$ cat config.mk
export PLATFORM = sky130hd
export DESIGN_NAME = apply_ab
export DESIGN_NICKNAME = d
export VERILOG_FILES = /design/src/rtl/apply_ab.sv
export SDC_FILE = /design/constraint.sdc
export NUM_CORES = 1
export LEC_CHECK = 0
export ABC_AREA = 1
export CORE_ASPECT_RATIO = 0.8
export CORE_MARGIN = 1
export CORE_UTILIZATION = 53
export DETAILED_ROUTE_END_ITERATION = 8
export PLACE_DENSITY = 0.83
export REMOVE_ABC_BUFFERS = 1
export SLEW_MARGIN = 20
export SYNTH_ARGS = -nofsm -noshare
export SYNTH_HDL_FRONTEND = slang
export SYNTH_SLANG_ARGS = --single-unit
export TNS_END_PERCENT = 10
$ cat constraint.sdc
create_clock -name iCLK -period 6.4 [get_ports iCLK]
set_input_delay 1.28 -clock iCLK [delete_from_list [all_inputs] [get_ports iCLK]]
set_output_delay 1.28 -clock iCLK [all_outputs]
set_load 0.05 [all_outputs]
$ cat src/rtl/apply_ab.sv
// Guided-filter reader stage: streams a/b coefficients with the guide image and writes q = ((a*I)>>7)+b.
// Optional clamping of the result to 0..255 is enabled by defining APPLY_AB_SAT_EN.
module apply_ab #(
    parameter int unsigned N_PIX  = 63000,
    parameter int unsigned RD_LAT = 1
) (
    input  logic        iCLK,
    input  logic        iRST_N,
    input  logic        ena,
    output logic        done,
    output logic [15:0] iAddrR,
    input  logic [15:0] oDataA,
    input  logic [15:0] oDataB,
    input  logic [15:0] oDataI,
    output logic        wrenQ,
    output logic [15:0] iAddrQ,
    output logic [15:0] iDataQ
);

    localparam int unsigned AW = 16;
    localparam int unsigned PW = 24;
    localparam int unsigned SW = 18;
    localparam int unsigned QW = 8;

    typedef enum logic [1:0] {
        IDLE  = 2'd0,
        RUN   = 2'd1,
        DRAIN = 2'd2,
        DONE  = 2'd3
    } state_t;

    state_t          state;
    state_t          state_nxt;
    logic [AW-1:0]   addr_nxt;
    logic            done_nxt;

    logic [RD_LAT-1:0] vld;
    logic [AW-1:0]     adly [RD_LAT];
    logic              issue;

    logic [PW-1:0]        prod;
    logic signed [SW-1:0] sum;
    logic [QW-1:0]        res;

    // State and read-address register
    always_ff @(posedge iCLK) begin
        if (!iRST_N) begin
            state  <= IDLE;
            iAddrR <= '0;
            done   <= 1'b0;
        end else begin
            state  <= state_nxt;
            iAddrR <= addr_nxt;
            done   <= done_nxt;
        end
    end

    // Next-state, next read address and done pulse
    always_comb begin
        state_nxt = state;
        addr_nxt  = '0;
        done_nxt  = 1'b0;
        case (state)
            IDLE: begin
                if (ena) begin
                    state_nxt = RUN;
                end
            end
            RUN: begin
                if (iAddrR == AW'(N_PIX - 1)) begin
                    state_nxt = DRAIN;
                end else begin
                    addr_nxt = iAddrR + AW'(1);
                end
            end
            DRAIN: begin
                if (vld == '0) begin
                    state_nxt = DONE;
                    done_nxt  = 1'b1;
                end
            end
            DONE: begin
                state_nxt = IDLE;
            end
            default: begin
                state_nxt = IDLE;
            end
        endcase
    end

    assign issue = (state == RUN);

    // Valid and address delay lines matching the source RAM latency
    always_ff @(posedge iCLK) begin
        if (!iRST_N) begin
            vld <= '0;
            for (int i = 0; i < int'(RD_LAT); i++) begin
                adly[i] <= '0;
            end
        end else begin
            vld[0]  <= issue;
            adly[0] <= iAddrR;
            for (int i = 1; i < int'(RD_LAT); i++) begin
                vld[i]  <= vld[i-1];
                adly[i] <= adly[i-1];
            end
        end
    end

    assign prod = {8'd0, oDataA} * {16'd0, oDataI[7:0]};
    assign sum  = $signed({1'b0, prod[PW-1:7]}) + $signed({{2{oDataB[15]}}, oDataB});

`ifdef APPLY_AB_SAT_EN
    always_comb begin
        res = sum[QW-1:0];
        if (sum[SW-1]) begin
            res = '0;
        end else if (sum > 18'sd255) begin
            res = '1;
        end
    end

    logic unused_bits;
    assign unused_bits = ^{oDataI[15:8], prod[6:0]};
`else
    assign res = sum[QW-1:0];

    logic unused_bits;
    assign unused_bits = ^{oDataI[15:8], prod[6:0], sum[SW-1:QW]};
`endif

    // Output write port; data and address are forced to zero between writes
    always_ff @(posedge iCLK) begin
        if (!iRST_N) begin
            wrenQ  <= 1'b0;
            iAddrQ <= '0;
            iDataQ <= '0;
        end else begin
            wrenQ  <= vld[RD_LAT-1];
            iAddrQ <= vld[RD_LAT-1] ? adly[RD_LAT-1] : '0;
            iDataQ <= vld[RD_LAT-1] ? {8'd0, res} : '0;
        end
    end

endmodule

== Word level (Yosys, flattened, before mapping) ==
Memories as Yosys holds them, arrays and structs flattened. A register that Yosys moved wholly into a read port is not among the register bits.
Cells that the tools add are included.
Word-level totals
  bits of input ports: 51
  output and inout port bits: 50
  word-level logic and storage cells: 36
  memory bits (writable): 16
  flip-flop bits (word level): 37
  memories kept: 1
Cells by class
  reduce and logical (&&, ||, !) cells: 7
  muxes and demuxes: 9
  multiply operators: 1
  bitwise logic cells: 2
  equal/unequal tests: 7
  add/subtract/negate cells: 2
Memories
  adly: words 1, bits a word 16, rd ports 1, clocked after Yosys merged registers in 1, write ports 1, line 38  | logic [AW-1:0] adly [RD_LAT];
Operators with widths (number)
  16-bit by 1-bit adder with 16-bit output, second input constant: 1
  16-bit equality test, second input constant: 1
  16-bit by 8-bit multiplier with 15-bit output: 1
  16-bit 2-to-1 mux: 1
  16-bit OR reduction: 1
  8-bit adder: 1
  2-bit one-hot mux with 4 select lines: 1
  2-bit 2-to-1 mux: 3
  2-bit equality test, second input constant: 2
  1-bit 2-to-1 mux: 4
  2-bit != test, second input constant: 2
  2-bit AND reduction: 2
  3-bit AND reduction: 1
  3-bit OR reduction: 1
  2-bit by 1-bit equality test with 1-bit output, second input constant: 1
  2-bit logical NOT: 1
  2-bit by 1-bit != test with 1-bit output, second input constant: 1
  1-bit NOT: 2
  1-bit logical NOT: 1

== Longest topological paths before layout ==
  depth in word-level cells: 3
  depth in mapped cells: 30
  depth with buffers taken out: 29

== Worst setup path before layout ==
OpenSTA, ideal clock, no wires.
  path type: input -> register
  start point: input oDataI[4]
  end point: register iDataQ[7]
  stages: 28
  data required time: 6285 ps
  path buffers: 1
  arrival time: 5860 ps
  setup time: 115 ps
  slack: 425 ps
  path through: clkbuf_1 > nand2_1 > fa_1 > fa_1 > inv_1 > fa_1 > inv_1 > fa_1 > inv_1 > ha_1 > a21oi_1 > o21ai_0 > inv_1 > o21ai_2 > nand2_2 > nand2_2 > nand3_2 > nand2_2 > xor2_2 > ha_1 > a21oi_1 > o21ai_0 > a31oi_1 > inv_1 > nand3_1 > nand3_1 > nand2_1 > nor2_1
Between the ends
  cells in the longest elaborated chain, start to end: 2
RTL lines
  from (decl): line 14  | input logic [15:0] oDataI,
  16-bit by 8-bit multiplier with 15-bit output: line 110  | assign prod = {8'd0, oDataA} * {16'd0, oDataI[7:0]};
  8-bit adder: line 111  | assign sum = $signed({1'b0, prod[PW-1:7]}) + $signed({{2{oDataB[15]}}, oDataB});
  to (signal assigned): line 141  | iDataQ <= vld[RD_LAT-1] ? {8'd0, res} : '0;
  to (decl): line 17  | output logic [15:0] iDataQ
No other way between the ends.
A chain may end at the register's enable or synchronous reset.

== Final worst setup path ==
  start point: input oDataA[4]
  end point: register iDataQ[7]
Between the ends
  cells in the longest elaborated chain, start to end: 2
RTL lines
  from (decl): line 12  | input logic [15:0] oDataA,
  16-bit by 8-bit multiplier with 15-bit output: line 110
  8-bit adder: line 111
No other way between the ends.

==> flow_summary.toml <==
[floorplan]
rows = 31
die_area_sq_mm = 0.0102
fp.dieH_um = 90.3
initial_core_util_pct = 55.8
dieWidth_um = 112
io_pins = 101
core_area_sq_mm = 0.00927

[layout]
n_antenna_cell = 0
fin_nets = 974
finalCoreUtilization_pct = 73.1
drive_above_1_share_pct = 12.1
design_area_sq_mm = 0.00678
area_growth_pct = 31.1

[pwr]
power_frac_seq_pct = 14.9
switching_power_mw = 1.22
p_int_mw = 1.56
switching_share_pct = 43.9
pwr_density_cell_mw_per_mm2 = 411
vdd_drop_max_v = 0.000270
p_leak_nw = 3.83
clock_power_share_pct = 15.7
comb_power_share_pct = 69.4

[setup_path]
cp.arrival_ps = 6370
crit_buf_inv = 6
crit_path_end_kind = "flop"
reg2reg_slack_ps = 4240
path_class = "in -> reg"
critPathRequiredTime_ps = 6610
max_stage_delay_ps = 540
crit_slowest_cell = "fa_1"
path_max_fanout = 5
cp_top_family = "adder cells"
start_kind = "input port"

[synthesis]
ys_warn_count = 0
synth_cell_types = 39
syn_inst = 714
yosysSeqAreaShare_pct = 23.6
synth_area_leaders = "dfxtp_1 24%, fa_1 21%, inv_1 15%"
synth_flop_cell = "dfxtp_1"
synth_most_common_cell = "inv_1"
synth_xor_area_share_pct = 1.67
synth_fa_ha_area_share_pct = 28.4
synth_top_family_by_area = "adder cells"
synth_edf_count = 0
synth_compound_area_share_pct = 6.00
ys_seq_elements = 61
synth_simple_gate_area_share_pct = 22.2
yosysTopAreaCell = "dfxtp_1"
syn_area_sq_mm = 0.00517
synth_mux_area_share_pct = 0
synthTopCellsByCount = "207 x inv_1, 178 x nand2_1, 61 x dfxtp_1, 54 x fa_1"
async_flop_share_pct = 0
yosysTopAreaCellShare_pct = 23.6
synth_area_per_cell_sq_um = 7.24

[route]
drc_errors = 0
routedWlPerCell_um = 13.3
ant_nets = 0
first_pass_iters = 6
routed_wl_mm = 12.7
dr_total_vias = 4697
drt-vias-per-instance = 4.90
drtIter0Drc = 239

[outcome]
status = "finished clean"

[timing]
layout_worst_path_cycle_share_pct = 96.1
hold_viol_final = 0
slew_headroom_pct = 49.8
max_freq_mhz = 163
slew_viol_final = 0
skew_ps = 2.77
worst_slew_pin_slew_ps = 751
fin_hold_ws_ps = 408
min_period_ps = 6150
setup_viol = 0
rsz0062_at_grt = "yes"

[clocking]
clkTransAtPathRegs_ps = 50
numCtsBuffers = 9
cts.sinks = 61
cts_tree = "done"
htreeDepth = 3
cts_buffer_depth = 2
cts_setup_buffers = 0
cts_hold_buf = 0
insertion_delay_ps = 320
root_buffer = "clkbuf_16"
cts_resized = 0

[place]
gp_congestion = 0.900
port_buffers = 75
hpwl_mm = 10.2
placed_area_sq_mm = 0.00638

[global_route]
antenna_found_initial = 0
grt_use_total_pct = 26.9
gr-total-overflow = 0
grt_pass1_wl_mm = 21.7
grt_pass1_vias = 4808
grt_max_degree = 22

[worst_hold_path]
hold_class = "reg -> reg"

[job]
maxCapViolations = 0
[worst reg2reg max path: stages, from the launching register on]
cell     delay (ps)
dfxtp_1         410
ha_1            200
nand2_1          90
inv_1           100
nand3_1          80
nor3_1          200
nand3_1         150
nand2_1         310
inv_1           220
o21ai_0         150
a21o_1          120
inv_1            30
[registers in the layout, indices dropped and copies added (netlist names)]
name	cells
iAddrR	16
vld	1
iDataQ	8
state	2
iAddrQ	16
wrenQ	1
done	1
adly	16
[power by group through the flow]
stage | Combinational [mW] | Clock, mW | Sequential (mW)
finish | 1.94 | 0.437 | 0.415
global route | 2.17 | 0.458 | 0.417
CTS | 1.77 | 0.443 | 0.415
detailed placement | 1.75 | 0 | 0.422
global placement | 1.65 | 0 | 0.421
floorplan | 1.03 | 0 | 0.478
[cell usage in the layout, fill, tap and decap left out, types with 8 or more instances in the layout]
master / n
inv_1: 207
nand2_1: 178
clkdlybuf4s50_1: 65
dfxtp_1: 61
buf_4: 57
fa_1: 53
nor2_1: 31
nand3_1: 26
ha_1: 26
a21oi_1: 24
o21ai_0: 13
dlymetal6s2s_1: 10
clkbuf_16: 9
conb_1: 8
[per-stage QoR]
step                worst slack, ps  TNS [ps]  power, mW  instances
finish                          246         0       2.79        958
detailed placement             -315      -756       2.17        942
CTS                            6.53         0       2.62        958
floorplan                       666         0       1.50        694
global placement               -209      -294       2.07        942
global route                  -32.4     -60.1       3.05        958
[per-layer routing]
layer	routed length (um)	GRT usage [%]	vias up
met2	6490	47.7	142
li1	-	-	2304
met3	620	5.17	27
met4	267	8.00	0
met1	5330	33.3	2224
met5	0	0	-
[logic make-up after synthesis]
family                     count (synthesis)
and+or+nand+nor                          264
xor gates and xnor gates                   9
adders and majority gates                 85
DFF                                       61
other                                      1
AOI/OAI and AO/OA                         57
buffers and inverters                    237
[area by class of cell]
class                   count  area, sq um
inverters                 210          788
fillers                   699         2490
clock buffers              15          268
repair buffers            133         1210
well taps                 115          144
multi-input cells         423         3140
clock inverters             1         5.00
flip-flops and latches     61         1220
[worst paths after layout]
path | from | endpoint | cells after the start
hold / removal | adly[0][9] | iAddrQ[9] | 2
setup / recovery | oDataA[4] | iDataQ[7] | 25
hold reg to reg | adly[0][9] | iAddrQ[9] | 2
setup reg to reg | iAddrR[0] | iAddrR[10] | 11
Power figures use the tool's default switching activity.
==> patch, RTL diff (config.mk and constraints unchanged) <==
Re-encode `state_t` (4 states) as one-hot, 4 bits wide.
--- a/src/rtl/apply_ab.sv
+++ b/src/rtl/apply_ab.sv
@@ -22,11 +22,11 @@
     localparam int unsigned SW = 18;
     localparam int unsigned QW = 8;
 
-    typedef enum logic [1:0] {
-        IDLE  = 2'd0,
-        RUN   = 2'd1,
-        DRAIN = 2'd2,
-        DONE  = 2'd3
+    typedef enum logic [3:0] {
+        IDLE  = 4'b0001,
+        RUN   = 4'b0010,
+        DRAIN = 4'b0100,
+        DONE  = 4'b1000
     } state_t;
 
     state_t          state;
Check against the original RTL: no difference found for any inputs over 10 cycles, from zero or initial values and one cycle with iRST_N low; not proved beyond that.
==> patch against the original RTL <==
  * Power up 9.6%
  * Utilization rose by 1.6 points
  * Worst setup slack worse by 0.19 ns
  * Design area up 2.2%
  * Routed wire length up 6.2%
  * Sequential cell count increased by 2
  * Largest cell class unchanged
  * Area after synthesis grew 0.46%
  * Register-to-register slack improved by 0.25 ns
  * First-iteration DRC count grew 12%
==> patch: results (changes against the original RTL) <==
stage,metric,value,unit,change
power,switching_share,45.0,%,was 43.9%
clocking,clk_path_buf_depth,2,,unchanged
route,routed_wirelength,13500,um,was 12700 um
layout,final_nets,972,,was 974
route,num_vias,4775,,was 4697
place,postPlaceCellArea,6380,um^2,about the same
layout,layout-drive-gt1-share,15.2,%,was 12.1%
hold_path,min_to,iAddrQ[12],,was iAddrQ[9]
status,status,"complete, no violations",,unchanged
power,irDropWorstVdd,0.000343,V,was 0.000270 V
timing,hold-worst-slack,0.408,ns,about the same
layout,filler_cell_count,651,,was 699
place,gp_congestion,0.900,,about the same
clocking,clkLatencyLatePin,0.33,ns,
yosys,ys_types,36,,was 39
critical_path,r2r_start,iAddrR[0],,unchanged
hold_path,hold_class,reg2reg,,unchanged
yosys,synth-main-ff-cell,dfxtp_1,,unchanged
critical_path,cp_data_arrival_time,6.57,ns,was 6.37 ns
global_routing,grt_max_degree,22,,unchanged
global_routing,antenna_found_initial,0,,unchanged
clocking,clkTransAtPathRegs,0.06,ns,
global_routing,grt_pass1_wl,22000,um,was 21700 um
global_routing,grt_pass1_vias,5070,,was 4808
yosys,synthArstFlopShare,0,%,unchanged
critical_path,slowest_delay,0.55,ns,
critical_path,startpoint,oDataA[1],,was oDataA[4]
place,place_ws,-0.512,ns,was -0.315 ns
yosys,synth_seq_area_share,24.3,%,was 23.6%
critical_path,slowest_stage,fa_1,,unchanged
timing,slew_headroom,49.8,%,about the same
critical_path,rrSetupSlack,4.49,ns,was 4.24 ns
clocking,numCtsBuffers,9,,unchanged
place,dpl.hpwl,9720,um,was 10200 um
power,leakagePower,3.78,nW,was 3.83 nW
timing,fin_skew,0.00890,ns,was 0.00277 ns
route,routed_via_density,4.98,,was 4.90
clocking,cts_root_buf,clkbuf_16,,unchanged
global_routing,grt_use_total,27.1,%,was 26.9%
critical_path,regToRegEndpoint,state[1],,was iAddrR[10]
hold_path,min_from,adly[0][12],,was adly[0][9]
critical_path,r2r_cells,11,,unchanged
yosys,synth.top_cells.by_count,"inv_1 (213), nand2_1 (173), dfxtp_1 (63), fa_1 (54), nor2_1 (43)",,"was inv_1 (207), nand2_1 (178), dfxtp_1 (61), fa_1 (54)"
yosys,synth_area_leaders,"dfxtp_1 (24%), fa_1 (21%), inv_1 (15%)",,unchanged
critical_path,crit_path_max_fanout,6,,was 5
yosys,synth_warnings,0,,unchanged
yosys,syn_inst,718,,was 714
route,drt_iter0_markers,267,,was 239
hold_path,hold_depth,2,,unchanged
route,dr.pass1.iters,5,,was 6
layout,antenna_cells,0,,unchanged
## patch: what timing repair did
action,in CTS,in global routing
resized for setup,17,43
pin swaps,2,20
setup buffers,0,1
hold buffers,0,0
endpoints found under the setup margin,2,5
## patch: worst max-delay path by stage
stage	endpoint	slack (ns)	cells after the start
final	iDataQ[7]	0.06	27
after global routing	iDataQ[7]	-0.16	28
after CTS	iDataQ[7]	0.0007	26
after detailed placement	iDataQ[7]	-0.51	26
after global placement	iDataQ[7]	-0.37	26
after floorplan	iDataQ[7]	0.49	25
## patch: metrics by stage
stage / utilization, % / total power, mW
2_1_floorplan: - / 1.47
3_3_place_gp: 68.8 / 1.98
4_1_cts: 72.4 / 2.64
5_1_grt: 74.7 / 3.32
6_report: 74.7 / 3.05
3_5_place_dp: 68.8 / 2.07
## patch: area by class of cell
class	count	area (um^2)	area share (%)
flip-flops and latches	63	1260	18.2
inverters	216	811	11.7
well taps	115	144	2.08
clock buffers	9	225	3.25
repair buffers	130	1160	16.8
clock inverters	7	73.8	1.07
multi-input cells	419	3250	46.9
## patch: cells by family (layout without fill, tap and decap cells)
kind of cell	after synthesis	after routing	synth area share [%]
simple gates	261	261	22.0
buf+inv	243	362	18.3
fa+ha+maj	82	82	27.6
flops	63	63	24.3
compound gates	60	60	6.41
xor+xnor	8	8	1.35
other cells	1	8	0.0722
## patch: metal layers
layer,vias up,part of all wire (%),track usage [%]
li1,2322,-,-
met5,-,0,0
met3,30,4.3,5.97
met1,2272,40,30.3
met4,0,2.4,10.6
met2,151,53,49.6
## patch: power by group through the flow
stage,Clock (mW),Sequential [mW],Combinational (mW)
2_1_floorplan,0,0.438,1.04
3_3_place_gp,0,0.424,1.56
3_5_place_dp,0,0.426,1.64
4_1_cts,0.485,0.418,1.73
5_1_grt,0.505,0.419,2.39
6_report,0.480,0.419,2.16
